[config.mk]
export PLATFORM = sky130hd
export DESIGN_NAME = score_keeper
export DESIGN_NICKNAME = d
export VERILOG_FILES = /design/src/rtl/game_pkg.sv /design/src/rtl/btn_debounce.sv /design/src/rtl/score_keeper.sv
export SDC_FILE = /design/constraint.sdc
export NUM_CORES = 1
export LEC_CHECK = 0
export BUFFER_PORTS_ARGS = -buffer_cell sky130_fd_sc_hd__buf_2
export CORE_MARGIN = 2
export CORE_UTILIZATION = 53
export CTS_CLUSTER_DIAMETER = 200
export DETAILED_ROUTE_END_ITERATION = 7
export PLACE_DENSITY = 0.71
export SYNTH_ARGS = -nofsm -noshare
export SYNTH_HDL_FRONTEND = slang
export SYNTH_SLANG_ARGS = --single-unit
[constraint.sdc]
create_clock -name clk -period 2.75 [get_ports clk]
set_clock_uncertainty 0.2 [all_clocks]
set_input_delay 0.825 -clock clk [delete_from_list [all_inputs] [get_ports clk]]
set_output_delay 0.825 -clock clk [all_outputs]
set_load 0.05 [all_outputs]
[src/rtl/game_pkg.sv]
// Shared game definitions: state encoding driven by state_machine, score width
// and the saturating point increment used by the score registers.
package game_pkg;

  typedef enum logic [1:0] {
    ST_IDLE   = 2'd0,
    ST_PLAY   = 2'd1,
    ST_SCORED = 2'd2,
    ST_OVER   = 2'd3
  } game_state_t;

  localparam int SCORE_W = 3;

  // Add one point, holding at lim once it has been reached.
  function automatic logic [SCORE_W-1:0] sat_inc(input logic [SCORE_W-1:0] value,
                                                 input logic [SCORE_W-1:0] lim);
    return (value >= lim) ? lim : value + SCORE_W'(1);
  endfunction

endpackage

[src/rtl/btn_debounce.sv]
// Start-button conditioner: two-flop synchronizer, stability counter and a
// combinational rise strobe. The strobe is high during the cycle whose closing
// edge accepts a new high level, so the parent can register it and act on the
// same edge.
module btn_debounce #(
  parameter int DEBOUNCE_CYCLES = 250000
) (
  input  logic clk,
  input  logic rst_n,
  input  logic btn,
  output logic rise
);

  localparam int CNT_W = $clog2(DEBOUNCE_CYCLES + 1);

  logic             sync1;
  logic             sync2;
  logic             level;
  logic [CNT_W-1:0] cnt;
  logic             differ;
  logic             accept;

  // The counter measures how long sync2 has disagreed with the accepted level;
  // the new value is taken once it has disagreed for DEBOUNCE_CYCLES cycles.
  assign differ = (sync2 != level);
  assign accept = differ && (cnt == CNT_W'(DEBOUNCE_CYCLES));
  assign rise   = accept && sync2;

  // Bring the asynchronous button into the clock domain.
  always_ff @(posedge clk or negedge rst_n) begin
    if (!rst_n) begin
      sync1 <= 1'b0;
      sync2 <= 1'b0;
    end else begin
      sync1 <= btn;
      sync2 <= sync1;
    end
  end

  // Stability counter and accepted (debounced) level.
  always_ff @(posedge clk or negedge rst_n) begin
    if (!rst_n) begin
      cnt   <= '0;
      level <= 1'b0;
    end else if (!differ) begin
      cnt <= '0;
    end else if (accept) begin
      cnt   <= '0;
      level <= sync2;
    end else begin
      cnt <= cnt + CNT_W'(1);
    end
  end

endmodule

[src/rtl/score_keeper.sv]
// Feeder for the game state machine: debounced start pulse, goal edge
// detection with a post-point holdoff window, and saturating per-player
// point counters. Every output is a flop.
module score_keeper
  import game_pkg::*;
#(
  parameter int DEBOUNCE_CYCLES = 250000,
  parameter int HOLDOFF_CYCLES  = 1024,
  parameter int MAX_SCORE       = 5
) (
  input  logic               clk,
  input  logic               rst_n,
  input  logic               btn_start,
  input  logic               goal_p1,
  input  logic               goal_p2,
  input  logic [1:0]         cur_state,
  output logic               start,
  output logic               score,
  output logic [SCORE_W-1:0] p1,
  output logic [SCORE_W-1:0] p2
);

  localparam int                HOLD_W    = $clog2(HOLDOFF_CYCLES + 1);
  localparam logic [SCORE_W-1:0] SCORE_MAX = SCORE_W'(MAX_SCORE);

  logic              start_rise;
  logic              goal_p1_q;
  logic              goal_p2_q;
  logic [HOLD_W-1:0] holdoff;
  logic              armed;
  logic              acc_p1;
  logic              acc_p2;
  logic              clear;

  btn_debounce #(
    .DEBOUNCE_CYCLES(DEBOUNCE_CYCLES)
  ) u_debounce (
    .clk  (clk),
    .rst_n(rst_n),
    .btn  (btn_start),
    .rise (start_rise)
  );

  // A goal edge counts only during play and outside the holdoff window;
  // anything rejected here is simply dropped, never remembered for later.
  assign armed  = (cur_state == ST_PLAY) && (holdoff == '0);
  assign acc_p1 = goal_p1 && !goal_p1_q && armed;
  assign acc_p2 = goal_p2 && !goal_p2_q && armed;
  // A start press outside a running game begins a fresh match.
  assign clear  = start_rise && ((cur_state == ST_IDLE) || (cur_state == ST_OVER));

  // One-cycle goal history for rising-edge detection.
  always_ff @(posedge clk or negedge rst_n) begin
    if (!rst_n) begin
      goal_p1_q <= 1'b0;
      goal_p2_q <= 1'b0;
    end else begin
      goal_p1_q <= goal_p1;
      goal_p2_q <= goal_p2;
    end
  end

  // Holdoff reloads on every accepted point and drains to zero.
  always_ff @(posedge clk or negedge rst_n) begin
    if (!rst_n) begin
      holdoff <= '0;
    end else if (acc_p1 || acc_p2) begin
      holdoff <= HOLD_W'(HOLDOFF_CYCLES);
    end else if (holdoff != '0) begin
      holdoff <= holdoff - HOLD_W'(1);
    end
  end

  // Output pulses and score registers; a clear overrides a same-cycle point.
  always_ff @(posedge clk or negedge rst_n) begin
    if (!rst_n) begin
      start <= 1'b0;
      score <= 1'b0;
      p1    <= '0;
      p2    <= '0;
    end else begin
      start <= start_rise;
      score <= acc_p1 || acc_p2;
      if (clear) begin
        p1 <= '0;
        p2 <= '0;
      end else begin
        if (acc_p1) p1 <= sat_inc(p1, SCORE_MAX);
        if (acc_p2) p2 <= sat_inc(p2, SCORE_MAX);
      end
    end
  end

endmodule
* Word level (Yosys, flattened, before mapping)
Index checks and enable logic that the tools add are counted.
** Storage, ports and cells
- Output and inout port bits :: 8
- Word-level logic and storage cells :: 50
- Bits of input ports :: 7
- ROM bits :: 0
- Latch bits :: 0
- Flip-flop bits (word level) :: 42
- Memories :: 0
- Memory bits (writable) :: 0
** Cells by class
- Multiply operators :: 0
- Bitwise operators :: 0
- $add $sub $neg :: 4
- Divide/modulo/power cells :: 0
- $lt $le $gt $ge :: 2
- Shifts and indexed selects :: 0
- Equal/unequal tests :: 4
- Reductions and logical operators :: 19
- Mux-type cells :: 10
** Operators by type and width (count)
- 18-bit two-way mux :: 2
- 11-bit two-way mux :: 2
- 18-bit by 1-bit adder with 18-bit output, second input constant :: 1
- 18-bit equality test, second input constant :: 1
- 3-bit two-way mux :: 6
- 11-bit logical NOT :: 1
- 11-bit nonzero test :: 1
- 11-bit by 1-bit subtractor with 11-bit output, second input constant :: 1
- 1-bit logical AND :: 8
- 3-bit by 1-bit adder with 3-bit output, second input constant :: 2
- 3-bit greater-or-equal comparator, second input constant :: 2
- 2-bit nonzero test :: 3
- 2-bit by 1-bit equality test with 1-bit output, second input constant :: 1
- 2-bit equality test, second input constant :: 1
- 1-bit logical NOT :: 2
- 2-bit logical NOT :: 1
- 1-bit logical OR :: 2
- 2-bit AND reduction :: 1
- 1-bit != test :: 1

* Depth between registers and ports, before layout
Gate-level depths: netlist of the first run.
- Depth after elaboration :: 5
- Mapped depth :: 7
- Gate-level depth less buffers :: 6

* By module
Synthesis of the first run repeated with hierarchy kept, for this count alone.
** Unflattened totals
- Cells, all modules :: 210
- Area total of the unflattened synthesis :: 2179.6 um^2
** Modules (own cells, without submodules)
- score_keeper :: cells an instance 103, instances 1, area an instance 1118.6 um^2, sequential area each 525.5 um^2
- btn_debounce :: cells an instance 107, instances 1, area an instance 1061.0 um^2, sequential area each 525.5 um^2

* Worst setup path after synthesis of the first run
OpenSTA, ideal clock, no wires.
- Path type :: input port to flip-flop
- Start point :: input cur_state[1]
- End point :: register p1[2]
- Data arrival time :: 2.055 ns
- Stages on the path :: 6
- Setup slack :: 0.350 ns
- Buffers on the path :: 0
- Setup time :: 0.145 ns
- Data required time :: 2.405 ns
- Path through :: inv_1 ha_1 or3b_2 nor4_2 and4_1 nor3_1
** On the way
- Longest elaborated chain between the ends :: 4
- Elaborated cells between the ends (all ways) :: 9
- Classes of those cells :: eq/ne (2); mux (1); reduce/logical (6)
** RTL lines
- start, declared :: RTL line score_keeper.sv:16 : input logic [1:0] cur_state,
- 2-bit equality test (tied with other cells) :: RTL line score_keeper.sv:50 : assign clear = start_rise && ((cur_state == ST_IDLE) || (cur_state == ST_OVER));
- 1-bit logical OR or 1-bit logical AND (tied branches) :: RTL line score_keeper.sv:50, score_keeper.sv:46
- 1-bit logical AND, on equally long branches :: RTL line score_keeper.sv:50, score_keeper.sv:47
- 3-bit two-way mux or 2-bit nonzero test (tied branches)
- end signal, assigned :: RTL line score_keeper.sv:88 : if (acc_p1) p1 <= sat_inc(p1, SCORE_MAX);
- end, declared :: RTL line score_keeper.sv:19 : output logic [SCORE_W-1:0] p1,
Parallel ways exist; a longest one is shown, timed or not.
A chain may end at the register's enable or synchronous reset.

* Final worst setup path of the first run
- Start point :: register holdoff[0]
- End point :: register p1[2]
** On the way
- Longest elaborated chain between the ends :: 4
** RTL lines
- start, declared :: RTL line score_keeper.sv:29 : logic [HOLD_W-1:0] holdoff;
- start signal, assigned :: RTL line score_keeper.sv:68 : holdoff <= HOLD_W'(HOLDOFF_CYCLES);
- start signal, assigned :: RTL line score_keeper.sv:70 : holdoff <= holdoff - HOLD_W'(1);
- 11-bit logical NOT :: RTL line score_keeper.sv:46 : assign armed = (cur_state == ST_PLAY) && (holdoff == '0);
- 1-bit logical AND :: RTL line score_keeper.sv:46
- 1-bit logical AND :: RTL line score_keeper.sv:47 : assign acc_p1 = goal_p1 && !goal_p1_q && armed;
- 2-bit nonzero test (no source line)
No other way between the ends.

==> results.json, run 1 <==
{
  "fin_crit_sh_pct": 90.2,
  "die_y_um": 67.7,
  "wl_per_cell_um": 14.7,
  "postCtsSetupRepairBufs": 0,
  "drc": 2,
  "rsz0062_at_grt": "no",
  "outcome": "complete, but fails checks",
  "cp.arrival_ns": 2.42,
  "yosys_most_used_dff": "dfrtp_1",
  "yosysTopAreaCell": "dfrtp_1",
  "finalWirelength_um": 4000,
  "clk_latency_ns": 0.29,
  "maxSlewViolCount": 0,
  "slowest_stage": "or4b_1",
  "hold_depth": 0,
  "diodes": 0,
  "ys_ff_latch": 42,
  "yosysSeqAreaShare_pct": 48.9,
  "stdcell_count": 271,
  "grt_overflow": 0,
  "crit_type": "reg2reg",
  "crit_path_max_fanout": 5,
  "drt_iter0_drc": 79,
  "ys_warn_count": 0,
  "cp-start-kind": "flip-flop",
  "layout_min_cycle_time_ns": 2.48,
  "failed_checks": "DRC",
  "power.density_nw_per_um2": 698,
  "synth.area.top_cells": "dfrtp_1, xor2_1, ha_1",
  "synthDistinctLibCells": 41,
  "finalHoldViolations": 0,
  "fmax_mhz": 403,
  "routabilityCongestion": 0.778,
  "num_io_pins": 15,
  "fin_nets": 237,
  "cts_resized": 0,
  "dieArea_sq_um": 4580,
  "clockRootBuffer": "clkbuf_8",
  "synth_area_sq_um": 2150,
  "slew-limit-headroom_pct": 48.9,
  "min_path_type": "reg2reg",
  "final-seq-area_sq_um": 1050,
  "setup_tns_ns": 0,
  "num_vias": 1553,
  "grt_pass1_vias": 1561,
  "io_buffers": 14,
  "worst_setup_path_end_kind": "flip-flop",
  "final_common_cell": "dfrtp_1",
  "worst-path-buf-inv": 1,
  "cts_tree": "yes",
  "rr_worst_depth": 6,
  "cts_sinks": 42,
  "power.leakage_nw": 1.08,
  "core_sq_um": 3940,
  "cp.depth": 6,
  "dp.cells": 264,
  "grt_max_degree": 24,
  "post-dp-hpwl_um": 3030,
  "max-vdd-ir-drop_v": 0.000394,
  "setup-violations-final": 0,
  "vias_per_cell": 5.73,
  "antenna_found_initial": 0,
  "cts_buffers": 5,
  "holdBufCountCts": 0,
  "track_usage_pct": 20.8,
  "synth_nets": 219,
  "clk_pin_slew_ns": 0.08,
  "drive_gt1_share_pct": 17.2,
  "die_x_um": 67.7,
  "timing.hold.ws_ns": 0.171,
  "drv_cap": 0,
  "syn_to_final_growth_pct": 12.1,
  "synth_area_per_cell_sq_um": 10.6,
  "critical-path-top-delay-family": "simple AND/OR/NAND/NOR gates",
  "synth_top_area_share_pct": 48.9,
  "fp-row-count": 23,
  "slowest_delay_ns": 0.56,
  "n_fill_cell": 325,
  "synthCells": 203,
  "worstMarginPinSlew_ns": 0.761,
  "layout_common_cells": "dfrtp_1, nor2_1, buf_2, xor2_1, nand4_1",
  "drtAntennaViolNets": 0,
  "start_util_pct": 54.5,
  "first_pass_iters": 6,
  "cp.required_ns": 2.69,
  "multi_input_area_sq_um": 1030,
  "synth_edf_count": 0,
  "cp_cell_sequence": "inv_1, ha_1, or4b_1, nor4_2, and4_1, nor3_1",
  "clockBufferDepth": 2,
  "h-tree-depth": 2,
  "grt_pass1_wl_um": 7090,
  "synthArstFlopShare_pct": 100
}
registers in the layout, summed over array words and instances (netlist names):
name,cells
holdoff,11
goal_p1_q,1
u_debounce.level,1
p2,3
u_debounce.sync1,1
u_debounce.sync2,1
u_debounce.cnt,18
goal_p2_q,1
start,1
p1,3
score,1
logic make-up (layout without fill, tap and decap cells):
kind of cell	after synthesis	count (layout)	share of synthesized area, %
AND/OR/NAND/NOR	94	94	26.9
flip-flops	42	42	48.9
XOR/XNOR	21	21	8.56
buffers and inverters	17	35	3.09
AO/OA/AOI/OAI	15	15	4.95
adder cells (fa/ha/maj)	9	9	5.24
multiplexers	5	5	2.39
metrics by stage:
stage                     util [%]  setup WS (ns)  cell area (sq um)  power, mW
after detailed placement      58.2          0.104               2290       1.21
after floorplan                  -          0.350               2150       1.09
after global placement        58.2          0.183               2290       1.18
final                         61.1          0.270               2410       1.68
after CTS                     61.1          0.296               2410       1.69
after global routing          61.1         0.0799               2410       1.79
final timing paths:
kind / startpoint / slack (ns) / to
max in group asynchronous: rst_n / 1.58 / u_debounce.cnt[12]
min in group asynchronous: rst_n / 0.29 / goal_p1_q
worst max register to register: holdoff[0] / 0.27 / p1[2]
worst min register to register: u_debounce.sync1 / 0.17 / u_debounce.sync2
worst max-delay path: holdoff[0] / 0.27 / p1[2]
worst min-delay path: u_debounce.sync1 / 0.17 / u_debounce.sync2
cell type report:
class / instances / share of cell area [%]
clock inverter: 1 / 1.25
inverter: 10 / 1.56
multi-input combinational: 144 / 42.8
clock buffer: 6 / 3.43
timing repair buffer: 18 / 4.68
tap: 50 / 2.60
sequential: 42 / 43.7
cells in the mapped netlist (all sizes together) (3+ instances only):
| cell type | n |
|---|---|
| nor3 | 9 |
| a21oi | 6 |
| or4 | 4 |
| nand3 | 7 |
| xor2 | 13 |
| dfrtp | 42 |
| inv | 10 |
| xnor2 | 8 |
| o31ai | 3 |
| clkbuf | 5 |
| nor4 | 3 |
| and3b | 3 |
| nand2 | 8 |
| nand4 | 11 |
| ha | 9 |
| and4 | 7 |
| mux2i | 4 |
| nor2 | 26 |
layer usage:
metal  routed length [um]  track usage (%)
met3                  103             4.67
met5                    0                0
met2                 2200             38.8
met4                   51             6.63
met1                 1640             23.1
report_power, final:
group | leakage, nW | switching [mW] | internal [mW] | total, mW
clock network | 0.0573 | 0.196 | 0.290 | 0.487
registers | 0.553 | 0.115 | 0.711 | 0.826
logic | 0.470 | 0.201 | 0.167 | 0.368
Note: power is estimated with default switching activity, not from simulation.
==> run 2, diff against run 1 <==
- BUFFER_PORTS_ARGS: -buffer_cell sky130_fd_sc_hd__buf_2 -> unset
- DONT_BUFFER_PORTS: unset -> 1
- HOLD_SLACK_MARGIN: unset -> 0.03
- PLACE_DENSITY: 0.71 -> 0.68
==> run 2 against run 1 <==
Against the previous run: the run now ends clean; maximum frequency up 2.6%; power decreased by 6.9%; combinational power down 5%; worst setup slack better by 0.064 ns.
==> results.json, run 2 (same netlist as run 1, synthesis figures left out) <==
{
  "start_util_pct": 54.5,
  "maxSlewViolCount": 0,
  "n_fill_cell": 328,
  "top_regs": "u_debounce.cnt x18, holdoff x11",
  "cp-start-kind": "flip-flop",
  "fin_nets": 222,
  "slew-limit-headroom_pct": 58.7,
  "cts_sinks": 42,
  "switching_share_pct": 34.1,
  "wl_per_cell_um": 15.8,
  "finalHoldViolations": 0,
  "num_vias": 1499,
  "core_sq_um": 3940,
  "diodes": 0,
  "pwr-share-comb_pct": 22.5,
  "drt_iter0_drc": 115,
  "fin_crit_sh_pct": 87.9,
  "layout_min_cycle_time_ns": 2.42,
  "setup-violations-final": 0,
  "fin_util_pct": 58.2,
  "drtAntennaViolNets": 0,
  "num_io_pins": 15,
  "power.density_nw_per_um2": 682,
  "grt_pass1_vias": 1508,
  "die_x_um": 67.7,
  "final_common_cell": "dfrtp_1",
  "vias_per_cell": 5.86,
  "fmax_mhz": 414,
  "io_buffers": 0,
  "largest_reg_flops": 18,
  "power.leakage_nw": 0.995,
  "grt_overflow": 0,
  "routabilityCongestion": 0.800,
  "power.switching_mw": 0.533,
  "die_y_um": 67.7,
  "cts_tree": "yes",
  "rsz0062_at_grt": "no",
  "drc": 0,
  "antenna_found_initial": 0,
  "outcome": "finished, final reports clean",
  "worst_setup_path_end_kind": "flip-flop",
  "h-tree-depth": 2,
  "clockRootBuffer": "clkbuf_8",
  "track_usage_pct": 20.5,
  "setup_tns_ns": 0,
  "clkPwrFrac_pct": 23.7,
  "max-vdd-ir-drop_v": 0.000300,
  "crit_type": "reg2reg",
  "grt_pass1_wl_um": 6870,
  "clockBufferDepth": 2,
  "pre_cts_slack_ns": 0.256,
  "syn_to_final_growth_pct": 6.87,
  "drv_cap": 0,
  "timing.final.ws_setup_ns": 0.334,
  "finalWirelength_um": 4040,
  "clk_latency_ns": 0.29,
  "layout_common_cells": "dfrtp_1, nor2_1, xor2_1, nand4_1, inv_1",
  "fp-row-count": 23,
  "cts_buffers": 5,
  "grt_max_degree": 43,
  "crit_path_max_fanout": 10,
  "intPower_mw": 1.03,
  "power.total_mw": 1.57,
  "cp.arrival_ns": 2.43,
  "clk_pin_slew_ns": 0.08,
  "worstMarginPinSlew_ns": 0.620,
  "regMostFlops": "u_debounce.cnt",
  "min_path_type": "reg2reg",
  "first_pass_iters": 5,
  "post-dp-hpwl_um": 2920,
  "drive_gt1_share_pct": 11.2,
  "dieArea_sq_um": 4580,
  "cp.required_ns": 2.76,
  "seq_power_share_pct": 53.8
}
-- run 2: cell count changes in the layout (fill, tap and decap cells not counted) --
| cell | before | now |
|---|---|---|
| clkbuf_8 | 6 | 5 |
| buf_4 | 3 | 2 |
| bufinv_16 | 1 | 0 |
| buf_2 | 14 | 0 |
| clkinv_2 | 0 | 2 |
-- run 2: layout make-up --
class                      count  area, sq um  area share, %
multi-input combinational    144         1030           44.9
clock inverter                 2         10.0          0.436
inverter                      10         37.5           1.63
clock buffer                   5         68.8           3.00
tap                           50         62.6           2.72
sequential                    42         1050           45.8
timing repair buffer           3         35.0           1.53
-- run 2: path summary, 6_finish.rpt --
path,from,to,slack (ns),cells after the start
max in group asynchronous,rst_n,u_debounce.cnt[15],1.98,1
max reg2reg,holdoff[0],holdoff[0],0.33,6
max,holdoff[0],holdoff[0],0.33,6
min in group asynchronous,rst_n,p1[2],0.17,1
min reg2reg,u_debounce.sync1,u_debounce.sync2,0.16,0
min,u_debounce.sync1,u_debounce.sync2,0.16,0
-- run 2: worst max-delay path: stages (launching register included) --
cell	delay [ns]
dfrtp_1	0.42
inv_1	0.10
ha_1	0.22
or4b_1	0.55
or2_2	0.43
nor3_4	0.19
mux2i_1	0.23
-- run 2: power groups by stage --
stage | clock, mW | sequential, mW | combinational [mW]
final | 0.371 | 0.842 | 0.351
after global routing | 0.410 | 0.856 | 0.391
after CTS | 0.379 | 0.839 | 0.349
after detailed placement | 0 | 0.851 | 0.331
after global placement | 0 | 0.838 | 0.303
after floorplan | 0 | 0.821 | 0.265
-- run 2: metrics by stage --
step | instances | hold WS [ns] | area [sq um]
final | 256 | 0.156 | 2300
after global routing | 256 | 0.173 | 2300
after CTS | 256 | 0.156 | 2300
after detailed placement | 248 | 0.140 | 2200
after global placement | 248 | 0.134 | 2200
after floorplan | 203 | 0.131 | 2150
-- run 2: repair_timing --
item | 4_1_cts | 5_1_grt
buffers inserted | 0 | 0
resized for setup | 0 | 0
hold buffers | 1 | 0
endpoints found under the hold margin | 42 | 0
-- run 2: layer usage --
layer | GRT usage [%] | vias up | share of wire, %
met5 | 0 | - | 0
met3 | 6.33 | 8 | 4.2
met1 | 23.7 | 739 | 42
met4 | 7.40 | 0 | 1.7
li1 | - | 724 | -
met2 | 35.5 | 28 | 52
